### src/rtl/xosera_rst_boot_seq_pkg.sv
// Shared types and board-default timing for the Xosera reset/warmboot sequencer.
package xosera_rst_boot_seq_pkg;

  typedef enum logic [2:0] {
    WAIT_LOCK,
    STRETCH,
    RUN,
    BOOT_ARM,
    BOOT
  } rst_seq_state_t;

  localparam int RST_LOCK_FILTER = 4;
  localparam int RST_HOLD        = 8;
  localparam int RST_BOOT_DELAY  = 16;

  // Counter width able to hold 0..n-1, never narrower than one bit.
  function automatic int cnt_w(input int n);
    return (n < 2) ? 1 : $clog2(n);
  endfunction

endpackage

### src/rtl/xosera_rst_boot_seq_lock_filter.sv
// Qualifies the AND of all PLL lock flags: strobes once after LOCK_FILTER consecutive locked cycles.
module xosera_rst_boot_seq_lock_filter
  import xosera_rst_boot_seq_pkg::*;
#(
  parameter int NUM_LOCKS   = 1,
  parameter int LOCK_FILTER = RST_LOCK_FILTER
) (
  input  logic                 clk,
  input  logic                 reset_i,
  input  logic                 clear_i,
  input  logic [NUM_LOCKS-1:0] pll_lock_i,
  output logic                 qualified_o,
  output logic                 locked_o
);

  localparam int FILT_W = cnt_w(LOCK_FILTER);

  if (NUM_LOCKS < 1)   begin : g_bad_num_locks   $error("NUM_LOCKS must be >= 1");   end
  if (LOCK_FILTER < 1) begin : g_bad_lock_filter $error("LOCK_FILTER must be >= 1"); end

  logic [FILT_W-1:0] filt_cnt_q, filt_cnt_d;

  assign locked_o    = &pll_lock_i;
  assign qualified_o = locked_o && !clear_i && (filt_cnt_q == FILT_W'(LOCK_FILTER - 1));

  // Counter restarts on any unlocked sample and after each qualification.
  always_comb begin
    filt_cnt_d = filt_cnt_q + FILT_W'(1);
    if (clear_i || !locked_o || qualified_o) begin
      filt_cnt_d = '0;
    end
  end

  always_ff @(posedge clk) begin
    if (reset_i) begin
      filt_cnt_q <= '0;
    end else begin
      filt_cnt_q <= filt_cnt_d;
    end
  end

endmodule

### src/rtl/xosera_rst_boot_seq.sv
// Board reset/warmboot sequencer: lock qualification, reset stretch, lock-loss accounting, warmboot arming.
module xosera_rst_boot_seq
  import xosera_rst_boot_seq_pkg::*;
#(
  parameter int NUM_LOCKS   = 1,
  parameter int LOCK_FILTER = RST_LOCK_FILTER,
  parameter int RESET_HOLD  = RST_HOLD,
  parameter int BOOT_DELAY  = RST_BOOT_DELAY,
  parameter int LOSS_CNT_W  = 8
) (
  input  logic                  clk,
  input  logic                  reset_i,
  input  logic [NUM_LOCKS-1:0]  pll_lock_i,
  input  logic                  reconfig_i,
  input  logic [1:0]            boot_select_i,
  output logic                  reset_o,
  output logic                  ready_o,
  output logic                  warmboot_o,
  output logic [1:0]            warmboot_sel_o,
  output logic                  lock_lost_o,
  output logic [LOSS_CNT_W-1:0] lock_lost_cnt_o
);

  localparam int HOLD_W = cnt_w(RESET_HOLD);
  localparam int BOOT_W = cnt_w(BOOT_DELAY);

  if (RESET_HOLD < 1) begin : g_bad_reset_hold $error("RESET_HOLD must be >= 1"); end
  if (BOOT_DELAY < 1) begin : g_bad_boot_delay $error("BOOT_DELAY must be >= 1"); end

  rst_seq_state_t         state_q, state_d;
  logic [HOLD_W-1:0]      hold_cnt_q, hold_cnt_d;
  logic [BOOT_W-1:0]      boot_cnt_q, boot_cnt_d;
  logic                   reset_q, reset_d;
  logic                   ready_q, ready_d;
  logic                   warmboot_q, warmboot_d;
  logic [1:0]             sel_q, sel_d;
  logic                   lost_q, lost_d;
  logic [LOSS_CNT_W-1:0]  lost_cnt_q, lost_cnt_d;
  logic                   all_locked;
  logic                   lock_qualified;

  xosera_rst_boot_seq_lock_filter #(
    .NUM_LOCKS  (NUM_LOCKS),
    .LOCK_FILTER(LOCK_FILTER)
  ) u_lock_filter (
    .clk        (clk),
    .reset_i    (reset_i),
    .clear_i    (state_q != WAIT_LOCK),
    .pll_lock_i (pll_lock_i),
    .qualified_o(lock_qualified),
    .locked_o   (all_locked)
  );

  always_ff @(posedge clk) begin
    if (reset_i) begin
      state_q    <= WAIT_LOCK;
      hold_cnt_q <= '0;
      boot_cnt_q <= '0;
      reset_q    <= 1'b1;
      ready_q    <= 1'b0;
      warmboot_q <= 1'b0;
      sel_q      <= '0;
      lost_q     <= 1'b0;
      lost_cnt_q <= '0;
    end else begin
      state_q    <= state_d;
      hold_cnt_q <= hold_cnt_d;
      boot_cnt_q <= boot_cnt_d;
      reset_q    <= reset_d;
      ready_q    <= ready_d;
      warmboot_q <= warmboot_d;
      sel_q      <= sel_d;
      lost_q     <= lost_d;
      lost_cnt_q <= lost_cnt_d;
    end
  end

  // Lock loss outranks a reconfig request in RUN; once armed, the boot proceeds regardless of locks.
  always_comb begin
    state_d = state_q;
    unique case (state_q)
      WAIT_LOCK: if (lock_qualified) state_d = STRETCH;
      STRETCH: begin
        if (!all_locked)                                    state_d = WAIT_LOCK;
        else if (hold_cnt_q == HOLD_W'(RESET_HOLD - 1))     state_d = RUN;
      end
      RUN: begin
        if (!all_locked)      state_d = WAIT_LOCK;
        else if (reconfig_i)  state_d = BOOT_ARM;
      end
      BOOT_ARM: if (boot_cnt_q == BOOT_W'(BOOT_DELAY - 1)) state_d = BOOT;
      BOOT:     state_d = BOOT;
      default:  state_d = WAIT_LOCK;
    endcase

    hold_cnt_d = '0;
    if (state_q == STRETCH && state_d == STRETCH) hold_cnt_d = hold_cnt_q + HOLD_W'(1);
    boot_cnt_d = '0;
    if (state_q == BOOT_ARM && state_d == BOOT_ARM) boot_cnt_d = boot_cnt_q + BOOT_W'(1);
  end

  always_comb begin
    reset_d    = (state_d != RUN);
    ready_d    = (state_d == RUN);
    warmboot_d = (state_d == BOOT);
    sel_d      = sel_q;
    if (state_q == RUN && state_d == BOOT_ARM) sel_d = boot_select_i;
    lost_d     = (state_q == RUN) && (state_d == WAIT_LOCK);
    lost_cnt_d = lost_cnt_q;
    if (lost_d && (lost_cnt_q != '1)) lost_cnt_d = lost_cnt_q + LOSS_CNT_W'(1);
  end

  assign reset_o         = reset_q;
  assign ready_o         = ready_q;
  assign warmboot_o      = warmboot_q;
  assign warmboot_sel_o  = sel_q;
  assign lock_lost_o     = lost_q;
  assign lock_lost_cnt_o = lost_cnt_q;

endmodule

### config.mk
export PLATFORM = sky130hd
export DESIGN_NAME = xosera_rst_boot_seq
export DESIGN_NICKNAME = d
export VERILOG_FILES = /design/src/rtl/xosera_rst_boot_seq_pkg.sv /design/src/rtl/xosera_rst_boot_seq_lock_filter.sv /design/src/rtl/xosera_rst_boot_seq.sv
export SDC_FILE = /design/constraint.sdc
export NUM_CORES = 1
export LEC_CHECK = 0
export ABC_AREA = 1
export CAP_MARGIN = 20
export CORE_MARGIN = 2
export CORE_UTILIZATION = 51
export CTS_CLUSTER_SIZE = 30
export DETAILED_ROUTE_END_ITERATION = 10
export PLACE_DENSITY = 0.77
export SYNTH_ARGS = -nofsm -noshare
export SYNTH_HDL_FRONTEND = slang
export SYNTH_SLANG_ARGS = --single-unit
### constraint.sdc
create_clock -name clk -period 2 [get_ports clk]
set_input_delay 0.3 -clock clk [delete_from_list [all_inputs] [get_ports clk]]
set_output_delay 0.3 -clock clk [all_outputs]
set_load 0.05 [all_outputs]
# Word-level counts from Yosys, hierarchy flattened
# Cells that the tools add are included.
[totals]
output_inout_bits = 14
regBits = 26
word_cells = 53
input_bits = 6
[op_classes]
addsub = 4
eq_ne = 13
bitwise = 2
muxes = 7
n_reduce_logical = 17
[op_table]
columns = ["op", "n"]
rows = [
  ["3-bit 2-to-1 mux", 6],
  ["3-bit case mux with 5 select lines", 1],
  ["3-bit by 2-bit equality test with 1-bit output, second input constant", 4],
  ["3-bit equality test, second input constant", 3],
  ["8-bit by 1-bit adder with 8-bit output, second input constant", 1],
  ["8-bit != test, second input constant", 1],
  ["1-bit logical AND", 7],
  ["3-bit by 1-bit equality test with 1-bit output, second input constant", 2],
  ["3-bit logical NOT", 2],
  ["2-bit OR reduction", 3],
  ["4-bit by 1-bit adder with 4-bit output, second input constant", 1],
  ["4-bit equality test, second input constant", 1],
  ["3-bit by 1-bit adder with 3-bit output, second input constant", 1],
  ["3-bit by 2-bit != test with 1-bit output, second input constant", 1],
  ["3-bit nonzero test", 1],
  ["2-bit by 1-bit adder with 2-bit output, second input constant", 1],
  ["2-bit equality test, second input constant", 1],
  ["1-bit logical NOT", 2],
  ["1-bit logical OR", 2],
  ["1-bit inverter", 2],
]

# Logic depth before layout (Yosys ltp)
[depth]
word_depth = 10
ltp_mapped = 12
ltp_nobuf = 12

# Modules after synthesis
# A second synthesis with hierarchy kept.
[unflattened]
cells_unflattened = 175
area_unflattened_um2 = 1290.0
[by_module_without_submodules]
columns = ["module", "area_each_um2", "seq_area_each_um2", "instances", "cells_per_inst"]
rows = [
  ["xosera_rst_boot_seq", 1196.1, 480.5, 1, 163],
  ["xosera_rst_boot_seq_lock_filter", 93.8, 40.0, 1, 12],
]

# Least setup slack after synthesis
# Ideal clock, no wire load.
[synth_path]
path_type = "register -> register"
from = "reg lost_cnt_q[0], in the netlist lock_lost_cnt_o[0]"
to = "reg lost_cnt_q[0], in the netlist lock_lost_cnt_o[0]"
slack_ns = 0.050
path_stages_with_launch = 11
arrival_ns = 1.838
synth_period_minus_slack_ns = 1.950
required_ns = 1.888
cell_sequence = "dfxtp_1 -> ha_1 -> nand2_1 -> inv_1 -> nand4_1 -> nor2_1 -> nand2_1 -> nand3_4 -> inv_2 -> nor2_2 -> nor2_2"
[synth_via]
elab_chain_len = 2
elab_cells_between_ends = 3
[synth_lines]
columns = ["item", "line", "rtl"]
rows = [
  ["start: declaration", "xosera_rst_boot_seq.sv:38", "logic [LOSS_CNT_W-1:0] lost_cnt_q, lost_cnt_d;"],
  ["start signal: assignment", "xosera_rst_boot_seq.sv:74", "lost_cnt_q <= lost_cnt_d;"],
  ["branches (longest 2 deep; another with 8-bit by 1-bit adder with 8-bit output)", "--", ""],
]
# Several ways; the timed one is not identified.
# A chain may end at the register's enable or synchronous reset.

# Worst setup path after layout
[layout_path]
from = "reg lost_cnt_q[3], in the netlist lock_lost_cnt_o[3]"
to = "out lock_lost_cnt_o[3]"
[layout_rtl]
columns = ["item", "line", "rtl"]
rows = [
  ["end: declaration", "xosera_rst_boot_seq.sv:21", "output logic [LOSS_CNT_W-1:0] lock_lost_cnt_o"],
]
# No word-level cell between the ends.

==> out/qor.txt <==
status - complete, no violations
fraction of the mapped netlist area in adder cells - 0.0512
signal arrival time at the worst endpoint - 1610 ps
Setup WS pre-CTS - 223 ps
r2r worst-path depth - 10
commonest non-fill, non-tap cells in the layout - nor2_1 (26), dfxtp_1 (26), nand2_1 (20)
Seq/Total Area, Yosys - 0.426
total gr overflow - 0
port buffer count - 19
placer's final routability congestion estimate - 0.855
FF-to-FF Start - lock_lost_cnt_o[0]
initial antenna violation count - 0
first-pass GRT wire length - 3840 um
post-DR vias/cell - 5.17
hold_sp - u_lock_filter.filt_cnt_q[0]
Combinational Power Share - 0.032
CTS resizes - 0
CP Launch Type - flip-flop
Worst Path Buf+Inv - 1
post-synthesis area per instance - 8.03 um2
setup_tns - 0 ps
Setup crit end kind - output pin
kind of critical path - flip-flop to output pin
internal power - 0.000736 W
synthesized area - 1220 um2
row cnt - 17
Slew Limit Headroom - 0.666
Worst Tran Pin Value - 500 ps
multi-input logic area - 611 um2
top cell type's share of synthesized area - 0.426
xor and xnor area share after synthesis - 0.0430
Lkg Pwr - 0.614 nW
CTS tree - done
Final Skew - 5.54 ps
max incr delay on CP - 840 ps
fmax - 0.525 GHz
GRT Overall Usage - 0.181
fillcell total - 197
Critical Path Fanout Max - 6
Worst path slowest cell - clkdlybuf4s50_1
Post-Route WL - 2250 um
Reg power frac - 0.575
crit share post-route - 0.953
hpwl dp - 1670 um
largest family of logic cells by synthesized area - simple AND/OR/NAND/NOR gates
Hold Vio Cnt, Final - 0
Syn-to-layout area delta - 23.1%
register area - 520 um2
Tot Pwr - 0.000906 W
die area - 2800 um2
number of synthesis warnings - 0
ANT nets after route - 0
Hold Buf Count CTS - 0
post-CTS setup buffer count - 0
Die Y - 52.9 um
RSZ-0062 raised after global routing - no
via count - 1049
synthesized instance count - 152
switching power - 0.000170 W
cells along the critical path - clkdlybuf4s50_1
Final Slew Violations - 0
simple-gate share of the synthesized area - 0.360
Critical R2R Capture - lock_lost_cnt_o[1]
Top Family by Delay on Critical Path - buffers and inverters
Clock Sinks - 26
vias in the first global route - 923
Post-route DRC - 0
chip width - 52.9 um
final setup vio count - 0
share of post-route cells with drive strength above 1 - 0.160
clk slew on worst S/H paths - 140 ps
htree depth - 1
Avg WL per Cell - 11.1 um
Pre-antenna DRT Iters - 4
TritonCTS buffer count - 3
reg2reg setup slack - 210 ps
count of cell types in the netlist - 24
fin area - 1500 um2
Initial Utilization - 0.547
synthesized flop and latch total - 26
DR iter-0 viols - 29
multiplexer share of the synthesized area - 0
min Tclk post-route - 1910 ps
core box area - 2230 um2
Crit path required time - 1700 ps
clock power share - 0.393
Synth Net Count - 163
dpl cell area - 1450 um2
# diodes - 0
complex-gate fraction of the synthesized area - 0.0461
pin count of the biggest net entering global routing - 16
Sw Ratio - 0.187
Root Driver - clkbuf_4
Hold Path Stages - 1
largest area contributor in the netlist - dfxtp_1
Total Nets Final - 187
IO Pins - 20
insertion delay to the later sink of the worst-skew pair - 320 ps
WHS Endpoint - u_lock_filter.filt_cnt_q[0]
max_cap viols - 0
Hold WS - 434 ps
final setup margin - 94.9 ps
worst min path class - flip-flop to flip-flop
top cells by area, synth - dfxtp_1 (43%), nor2_1 (8.0%), nand2_1 (6.1%), nand4_1 (5.6%), inv_1 (5.5%)
IR drop worst, VDD - 0.416 mV
Max clock buf depth - 2
Pwr per Cell Area - 603 nW/um2
per-stage QoR:
stage,std cells,utilization
after floorplan,152,-
after global placement,199,0.649
after detailed placement,199,0.649
after CTS,203,0.673
after global routing,203,0.673
final,203,0.673
how the worst max path moves through the flow:
| stage | from | to | slack [ps] | cells past startpoint |
|---|---|---|---|---|
| floorplan | lock_lost_cnt_o[0] | lock_lost_cnt_o[0] | 50 | 10 |
| global placement | pll_lock_i | lock_lost_cnt_o[1] | 270 | 10 |
| detailed placement | pll_lock_i | lock_lost_cnt_o[1] | 220 | 10 |
| CTS | lock_lost_cnt_o[3] | lock_lost_cnt_o[3] | 90 | 1 |
| global route | lock_lost_cnt_o[0] | lock_lost_cnt_o[0] | 50 | 1 |
| finish | lock_lost_cnt_o[3] | lock_lost_cnt_o[3] | 90 | 1 |
cell type report:
type	count	area share
multi-input cells	102	0.406
flip-flops and latches	26	0.346
repair buffers	20	0.132
inverters	23	0.0575
well taps	28	0.0233
clock inverters	1	0.0200
clock buffers	3	0.0150
power groups by stage:
stage	combinational, W	sequential, W	clock [W]
4_1_cts	0.0000286	0.000521	0.000363
3_5_place_dp	0.0000284	0.000532	0
2_1_floorplan	0.0000126	0.000532	0
6_report	0.0000290	0.000521	0.000356
5_1_grt	0.0000313	0.000522	0.000379
3_3_place_gp	0.0000273	0.000532	0
synth_stat cells:
| library cell | number |
|---|---|
| a21oi_1 | 3 |
| nor2_2 | 7 |
| ha_1 | 5 |
| nand3_4 | 1 |
| inv_2 | 4 |
| dfxtp_1 | 26 |
| nand3_1 | 8 |
| a21oi_2 | 2 |
| nor3_2 | 1 |
| a32oi_1 | 1 |
| xnor2_1 | 2 |
| xor2_1 | 4 |
| nand3_2 | 2 |
| clkinv_1 | 1 |
| nand2_2 | 2 |
| nand4_1 | 11 |
| nor2_1 | 26 |
| inv_1 | 18 |
| buf_1 | 1 |
| nand2_4 | 1 |
| nor2_4 | 2 |
| nor2_8 | 1 |
| nand2_1 | 20 |
| o21ai_0 | 3 |
per-layer routing:
layer | vias up | global-route usage | routed length, um | share of wire
li1 | 539 | - | - | -
met1 | 483 | 0.249 | 1090 | 0.49
met2 | 22 | 0.294 | 1040 | 0.46
met3 | 5 | 0.0169 | 79 | 0.035
met4 | 0 | 0.0641 | 38 | 0.017
met5 | - | 0 | 0 | 0
registers in the layout, indices dropped and copies added, names as in the netlist:
name	count
lock_lost_cnt_o	8
boot_cnt_q	4
hold_cnt_q	3
state_q	3
u_lock_filter.filt_cnt_q	2
warmboot_sel_o	2
lock_lost_o	1
ready_o	1
reset_o	1
warmboot_o	1
logic make-up (layout without fill, tap and decap cells):
family,after synthesis,in the layout
simple gates,82,82
flops,26,26
buf+inv,24,47
compound gates,9,9
xor+xnor,6,6
fa+ha+maj,5,5
Power figures use the tool's default switching activity.
